### config.mk
export PLATFORM = sky130hd
export DESIGN_NAME = seg_scan_ctrl
export DESIGN_NICKNAME = d
export VERILOG_FILES = /design/src/rtl/seg_scan_ctrl.sv
export SDC_FILE = /design/constraint.sdc
export NUM_CORES = 1
export LEC_CHECK = 0
export ABC_AREA = 1
export BUFFER_PORTS_ARGS = -buffer_cell sky130_fd_sc_hd__buf_2
export CORE_MARGIN = 2
export CORE_UTILIZATION = 37
export DETAILED_ROUTE_END_ITERATION = 6
export HOLD_SLACK_MARGIN = 0.02
export REMOVE_ABC_BUFFERS = 1
export SYNTH_ARGS = -nofsm -noshare
export SYNTH_HDL_FRONTEND = slang
export SYNTH_SLANG_ARGS = --single-unit
### constraint.sdc
create_clock -name clk -period 3.6 [get_ports clk]
set_input_delay 0.18 -clock clk [delete_from_list [all_inputs] [get_ports clk]]
set_output_delay 0.18 -clock clk [all_outputs]
set_load 0.05 [all_outputs]
### src/rtl/seg_scan_ctrl.sv
// -----------------------------------------------------------------------------
// seg_scan_ctrl
//
// Time-multiplexed scan controller for a 4-digit seven-segment display.
// Drives the 2-bit select of the downstream anode decoder and the active-low
// cathode pattern for whichever digit is currently selected. Display values
// are double-buffered: a load lands in a pending register and is committed to
// the active register only at a frame boundary (sel wrapping 3 -> 0), so a
// digit never tears mid-scan.
//
// Parameters
//   CLK_DIV     clock cycles per digit slot (>= 1)
//   CNT_W       prescaler width, 2**CNT_W >= CLK_DIV
//
// Ports
//   clk         system clock, rising edge
//   rst_n       asynchronous active-low reset
//   en          scan enable; 0 freezes prescaler and sel
//   load        single-cycle strobe capturing data_in/dp_in into pending
//   data_in     four hex digits, nibble k shown on digit k (0 = rightmost)
//   dp_in       decimal-point request per digit, 1 = lit
//   blank_lz    1 = blank leading zeros
//   sel         digit select to the anode decoder
//   seg         cathodes {g,f,e,d,c,b,a}, active-low
//   dp          decimal-point cathode, active-low
//   frame_done  one-cycle pulse in the cycle after sel wraps 3 -> 0
//   load_ack    one-cycle pulse when a pending value is committed
// -----------------------------------------------------------------------------
module seg_scan_ctrl #(
    parameter int unsigned CLK_DIV = 100000,
    parameter int unsigned CNT_W   = 17
) (
    input  logic        clk,
    input  logic        rst_n,
    input  logic        en,
    input  logic        load,
    input  logic [15:0] data_in,
    input  logic [3:0]  dp_in,
    input  logic        blank_lz,
    output logic [1:0]  sel,
    output logic [6:0]  seg,
    output logic        dp,
    output logic        frame_done,
    output logic        load_ack
);

    localparam logic [CNT_W-1:0] PS_LAST = CNT_W'(CLK_DIV - 1);

    // Registered state
    logic [CNT_W-1:0] ps_q,         ps_d;
    logic [1:0]       sel_q,        sel_d;
    logic [15:0]      active_q,     active_d;
    logic [3:0]       active_dp_q,  active_dp_d;
    logic [19:0]      pend_q,       pend_d;
    logic             pend_valid_q, pend_valid_d;
    logic             frame_done_q, frame_done_d;
    logic             load_ack_q,   load_ack_d;

    // Scan timing
    logic tick;
    logic boundary;

    // Digit decode
    logic [3:0] nib;
    logic [6:0] seg_hex;
    logic       z3, z2, z1;
    logic       blank;

    // -------------------------------------------------------------------------
    // Next-state logic
    // -------------------------------------------------------------------------
    always_comb begin
        tick     = en && (ps_q == PS_LAST);
        boundary = tick && (sel_q == 2'd3);

        ps_d = ps_q;
        if (en) begin
            ps_d = tick ? '0 : ps_q + 1'b1;
        end

        sel_d        = tick ? sel_q + 2'd1 : sel_q;
        frame_done_d = boundary;

        active_d     = active_q;
        active_dp_d  = active_dp_q;
        pend_d       = pend_q;
        pend_valid_d = pend_valid_q;
        load_ack_d   = 1'b0;

        if (load) begin
            pend_d       = {dp_in, data_in};
            pend_valid_d = 1'b1;
        end

        // A load coinciding with the boundary bypasses the pending buffer and
        // wins over any older pending value, so the newest data is shown.
        if (boundary) begin
            if (load) begin
                {active_dp_d, active_d} = {dp_in, data_in};
                pend_valid_d            = 1'b0;
                load_ack_d              = 1'b1;
            end else if (pend_valid_q) begin
                {active_dp_d, active_d} = pend_q;
                pend_valid_d            = 1'b0;
                load_ack_d              = 1'b1;
            end
        end
    end

    // -------------------------------------------------------------------------
    // State registers
    // -------------------------------------------------------------------------
    always_ff @(posedge clk or negedge rst_n) begin
        if (!rst_n) begin
            ps_q         <= '0;
            sel_q        <= '0;
            active_q     <= '0;
            active_dp_q  <= '0;
            pend_q       <= '0;
            pend_valid_q <= 1'b0;
            frame_done_q <= 1'b0;
            load_ack_q   <= 1'b0;
        end else begin
            ps_q         <= ps_d;
            sel_q        <= sel_d;
            active_q     <= active_d;
            active_dp_q  <= active_dp_d;
            pend_q       <= pend_d;
            pend_valid_q <= pend_valid_d;
            frame_done_q <= frame_done_d;
            load_ack_q   <= load_ack_d;
        end
    end

    // -------------------------------------------------------------------------
    // Digit output: purely combinational from sel_q and active_q
    // -------------------------------------------------------------------------
    always_comb begin
        nib = active_q[{sel_q, 2'b00} +: 4];

        unique case (nib)
            4'h0: seg_hex = 7'b1000000;
            4'h1: seg_hex = 7'b1111001;
            4'h2: seg_hex = 7'b0100100;
            4'h3: seg_hex = 7'b0110000;
            4'h4: seg_hex = 7'b0011001;
            4'h5: seg_hex = 7'b0010010;
            4'h6: seg_hex = 7'b0000010;
            4'h7: seg_hex = 7'b1111000;
            4'h8: seg_hex = 7'b0000000;
            4'h9: seg_hex = 7'b0010000;
            4'hA: seg_hex = 7'b0001000;
            4'hB: seg_hex = 7'b0000011;
            4'hC: seg_hex = 7'b1000110;
            4'hD: seg_hex = 7'b0100001;
            4'hE: seg_hex = 7'b0000110;
            default: seg_hex = 7'b0001110;
        endcase

        // zK: nibbles K..3 are all zero; digit 0 is never a leading zero.
        z3 = (active_q[15:12] == 4'h0);
        z2 = z3 && (active_q[11:8] == 4'h0);
        z1 = z2 && (active_q[7:4] == 4'h0);

        unique case (sel_q)
            2'd0:    blank = 1'b0;
            2'd1:    blank = blank_lz && z1;
            2'd2:    blank = blank_lz && z2;
            default: blank = blank_lz && z3;
        endcase

        seg = blank ? 7'b1111111 : seg_hex;
        dp  = blank ? 1'b1 : ~active_dp_q[sel_q];
    end

    assign sel        = sel_q;
    assign frame_done = frame_done_q;
    assign load_ack   = load_ack_q;

endmodule

Word level (Yosys, flattened, before mapping)
Memory sizes are Yosys's and may differ from the RTL's.
Index checks and enable logic that the tools add are counted.
Word-level totals
  logic and storage cells: 48
  bits in read-only memories: 112
  output and inout port bits: 12
  bits in registers: 62
  bits in latches: 0
  memories kept: 1
  bits of input ports: 25
  memory bits (writable): 0
Memory list
  (no name shown): depth 16, width 7, rd ports 1, clocked after memory_dff 0, write ports 0, line 141  | unique case (nib)
Operators by class
  multiplexer cells: 17
  div/mod/pow operators: 0
  equality and inequality tests: 4
  add/subtract/negate cells: 2
  shifts and indexed selects: 1
  reductions and logical operators: 13
  multiply operators: 0
  magnitude comparators: 1
  bitwise operators: 1
Operators with widths (number)
  $mux W16: 2
  $add A17 B1 Y17 const B: 1
  $eq A17 B17 Y1 const B: 1
  $mux W17: 1
  $shiftx A16 B5 Y4: 1
  $logic_not A4 Y1: 3
  $mux W1: 9
  $mux W4: 2
  $logic_and A1 B1 Y1: 7
  $mux W7: 1
  $eq A2 B2 Y1 const B: 2
  $lt A2 B3 Y1 const B: 1
  $pmux W1 S3: 1
  $add A2 B1 Y2 const B: 1
  $bmux W1 S2: 1
  $eq A2 B1 Y1 const B: 1
  $logic_not A2 Y1: 1
  $reduce_and A2 Y1: 1
  $reduce_bool A2 Y1: 1
  $not A1 Y1: 1

Depth between registers and ports, before layout
  depth after elaboration: 6
  mapped depth: 11
  depth with buffers taken out: 10

Worst setup path before layout
Ideal clock, no wire load.
  path type: register to output
  start point: register sel_q[0], in the netlist sel[0]
  end point: output seg[3]
  stages on the path, launching flop included: 11
  slack: 1.280 ns
  buffers on the path: 1
  arrival time: 2.140 ns
  required time: 3.420 ns
  path through: dfrtp_1 buf_2 nand2_1 nand3_1 nand2_1 inv_1 ha_1 nand3_1 nand2_1 nand2_1 nand3_1
Between the ends
  cells in the longest elaborated chain, start to end: 3
  elaborated cells between the ends (all ways): 7
  those cells by class: 2 x eq/ne; 1 x shift; 2 x mux; 1 x reduce/logical; 1 x memory
RTL lines
  start: declaration: line 51  | logic [1:0] sel_q, sel_d;
  start signal: assignment: line 125  | sel_q <= sel_d;
  $shiftx A16 B5 Y4 (tied with other cells): line 139  | nib = active_q[{sel_q, 2'b00} +: 4];
  $mem_v2 Z16 W7 / $pmux W1 S3 (equally long branches)
  $mux W7 *: line 172  | seg = blank ? 7'b1111111 : seg_hex;
  end: declaration: line 41  | output logic [6:0] seg,
Every way passes the cells marked *; elsewhere a longest branch is shown, timed or not.

Final worst setup path
  start point: register sel_q[0], in the netlist sel[0]
  end point: output seg[6]
Same word-level chain as after synthesis.

==> results_dict.tcl <==
set metrics [dict create \
    post-cts-setup-buffers 0 \
    synth_warnings 0 \
    ys_seq_area_share_pct 45.7 \
    fmax_ghz 0.383 \
    io_pins 37 \
    io_buffers 36 \
    layout_worst_path_cycle_share_pct 72.6 \
    min_path_type "in -> reg" \
    rsz0062_at_grt "no" \
    layout-drive-gt1-share_pct 16.7 \
    layout_commonest_cell "nand2_1" \
    hold_viol 0 \
    crit_required_ps 3420 \
    ys_ff_latch 62 \
    numCtsBuffers 9 \
    die_w_um 99.8 \
    setup_viol 0 \
    slowest_delay_ps 640 \
    r2r_start "ps_q[0]" \
    clkSinkCount 62 \
    max_slew_margin_pct 42.2 \
    post-route-drc-count 0 \
    rr_worst_depth 7 \
    grt_usage_pct 16.2 \
    comb_power_share_pct 11.6 \
    fin_crit_ps 2610 \
    crit_chain "inv_2 > nand2_1 > nand3_1 > nand2_1 > inv_1 > ha_1 > nand3_1 > nand3_1 > nand2_1 > nand2_1 > buf_2" \
    final_max_slew_viol_count 0 \
    hp-start "data_in[14]" \
    start_util_pct 38.5 \
    vias 2847 \
    die_area_sq_mm 0.00995 \
    cts_buffer_depth 2 \
    crit_top_cell "nand2_1" \
    async_flop_share_pct 100 \
    die_h_um 99.8 \
    worstPathArrival_ps 2430 \
    rows 34 \
    rr_endpoint "active_q[8]" \
    cp_slowest_cell "dfrtp_1" \
    r2r_slack_ps 1960 \
    synth_ff_type "dfrtp_1" \
    synth_edf_count 0 \
    syn_area_sq_mm 0.00339 \
    worstMarginPinSlew_ps 867 \
    path_max_fanout 15 \
    internal_power_mw 1.26 \
    wirelength_mm 7.29 \
    grt_pass1_vias 2843 \
    fin_ws_ps 987 \
    clk_pin_slew_ps 70 \
    nNetsFinal 503 \
    p_leak_nw 2.08 \
    insertedDiodeCount 0 \
    ant_nets 0 \
    cts_tree "built" \
    switching_share_pct 25.8 \
    place_congestion 0.923 \
    clock-root-buffer "clkbuf_8" \
    coreArea_sq_mm 0.00881 \
    power_density_mw_per_mm2 442 \
    grt.overflow.total 0 \
    critPathLaunchType "flop" \
    avgSynthCellArea_sq_um 7.85 \
    hold_path_end "pend_q[14]" \
    h-tree-depth 3 \
    end_kind "output pin" \
    grt_pass1_wl_mm 12.9 \
    final_cell_mix "nand2_1, dfrtp_1, buf_2, nand3_1, nor2_1" \
    p_seq_share_pct 47.0 \
    clk_latency_ps 340 \
    drt_pass1_iterations 4 \
    drtIter0Drc 126 \
    grt_max_degree 38 \
    yosysUniqueCellTypes 34 \
    vdd_drop_max_uv 196 \
    clockPowerShare_pct 41.4 \
    whs_path_depth 3 \
    path_class "reg -> out" \
    syn_to_final_growth_pct 13.5 \
    wl_per_cell_um 12.6 \
    netlist_instances 432 \
    hpwl_mm 5.12 \
    dp_slack_ps 1350 \
    avgViaCountPerCell 4.91 \
    fin_setup_tns_ps 0 \
    fin_skew_ps 8.42 \
    maxCapViolations 0 \
    cts_resized 0 \
    p_sw_mw 0.439 \
    status "completed" \
    antenna_found_initial 0 \
]
==> kinds of logic after synthesis <==
family                   share of synthesized area, %
adder cells (fa/ha/maj)                          4.06
flip-flops                                       45.7
AO/OA/AOI/OAI                                    2.51
AND/OR/NAND/NOR                                  39.7
XOR/XNOR                                         1.03
buffers and inverters                            6.97
==> state kept, by name, summed over array words and instances, names as in the netlist <==
| name | flops |
|---|---|
| active_q | 16 |
| pend_q | 20 |
| sel | 2 |
| active_dp_q | 4 |
| pend_valid_q | 1 |
| frame_done | 1 |
| load_ack | 1 |
| ps_q | 17 |
==> worst max-delay path by stage <==
stage	endpoint	cells after the start	slack, ps	start
after global placement	seg[5]	11	1490	sel[0]
after CTS	seg[5]	11	970	sel[0]
final	seg[6]	11	990	sel[0]
after floorplan	seg[5]	10	1160	sel[0]
after detailed placement	seg[5]	11	1350	sel[0]
after global routing	seg[6]	11	720	sel[0]
==> layer usage <==
layer / share of wire (%) / global-route usage, %
met3: 4.3 / 4.15
met4: 1.4 / 5.27
met5: 0 / 0
met2: 47 / 26.8
met1: 47 / 20.7
==> stage by stage <==
stage / utilization [%] / area, sq um / total power, mW / hold slack, ps / instances
6_report: 43.7 / 3850 / 1.70 / 62.6 / 580
3_3_place_gp: 41.0 / 3610 / 1.01 / 344 / 563
2_1_floorplan: - / 3280 / 0.941 / -116 / 417
5_1_grt: 43.7 / 3850 / 1.79 / 59.6 / 580
4_1_cts: 43.7 / 3850 / 1.73 / 54.3 / 580
3_5_place_dp: 41.0 / 3610 / 1.01 / 340 / 563
==> power by group through the flow <==
stage / clock network (mW) / registers (mW) / logic (mW)
2_1_floorplan: 0 / 0.803 / 0.138
3_3_place_gp: 0 / 0.812 / 0.195
3_5_place_dp: 0 / 0.813 / 0.200
4_1_cts: 0.724 / 0.801 / 0.201
5_1_grt: 0.753 / 0.811 / 0.229
6_report: 0.704 / 0.800 / 0.197
==> final cells by class <==
type,instances,area [sq um]
Clock buffer,13,169
Clock inverter,3,65.1
Fill cell,919,4950
Inverter,32,120
Multi-Input combinational cell,323,1610
Sequential cell,62,1550
Tap cell,108,135
Timing Repair Buffer,39,205
==> synth_stat cells (2+ instances only) <==
cell type | n | share of area, %
a21oi_1 | 4 | 0.59
buf_1 | 2 | 0.22
buf_2 | 3 | 0.44
buf_6 | 3 | 1.0
buf_8 | 2 | 0.88
clkbuf_1 | 2 | 0.22
clkbuf_4 | 3 | 0.66
dfrtp_1 | 62 | 46
ha_1 | 11 | 4.1
inv_1 | 26 | 2.9
inv_2 | 6 | 0.66
nand2_1 | 175 | 19
nand2_2 | 4 | 0.74
nand3_1 | 35 | 5.2
nand3_2 | 4 | 1.2
nand4_1 | 24 | 4.4
nor2_1 | 31 | 3.4
nor2_2 | 3 | 0.55
nor2_4 | 3 | 1.0
nor3_1 | 3 | 0.44
nor3b_1 | 3 | 0.66
o21ai_0 | 8 | 1.2
xor2_1 | 4 | 1.0
==> worst max-delay path, delay by kind of cell (launching register included) <==
| kind | cells | cell delay [ps] |
|---|---|---|
| buffers and inverters | 3 | 530 |
| DFF | 1 | 640 |
| adders and majority gates | 1 | 220 |
| and+or+nand+nor | 7 | 690 |
==> timing repair <==
action,4_1_cts,5_1_grt
hold endpoints to repair,36,0
hold buffers,1,0
endpoints found under the setup margin,0,0
(Power assumes the default switching activity.)
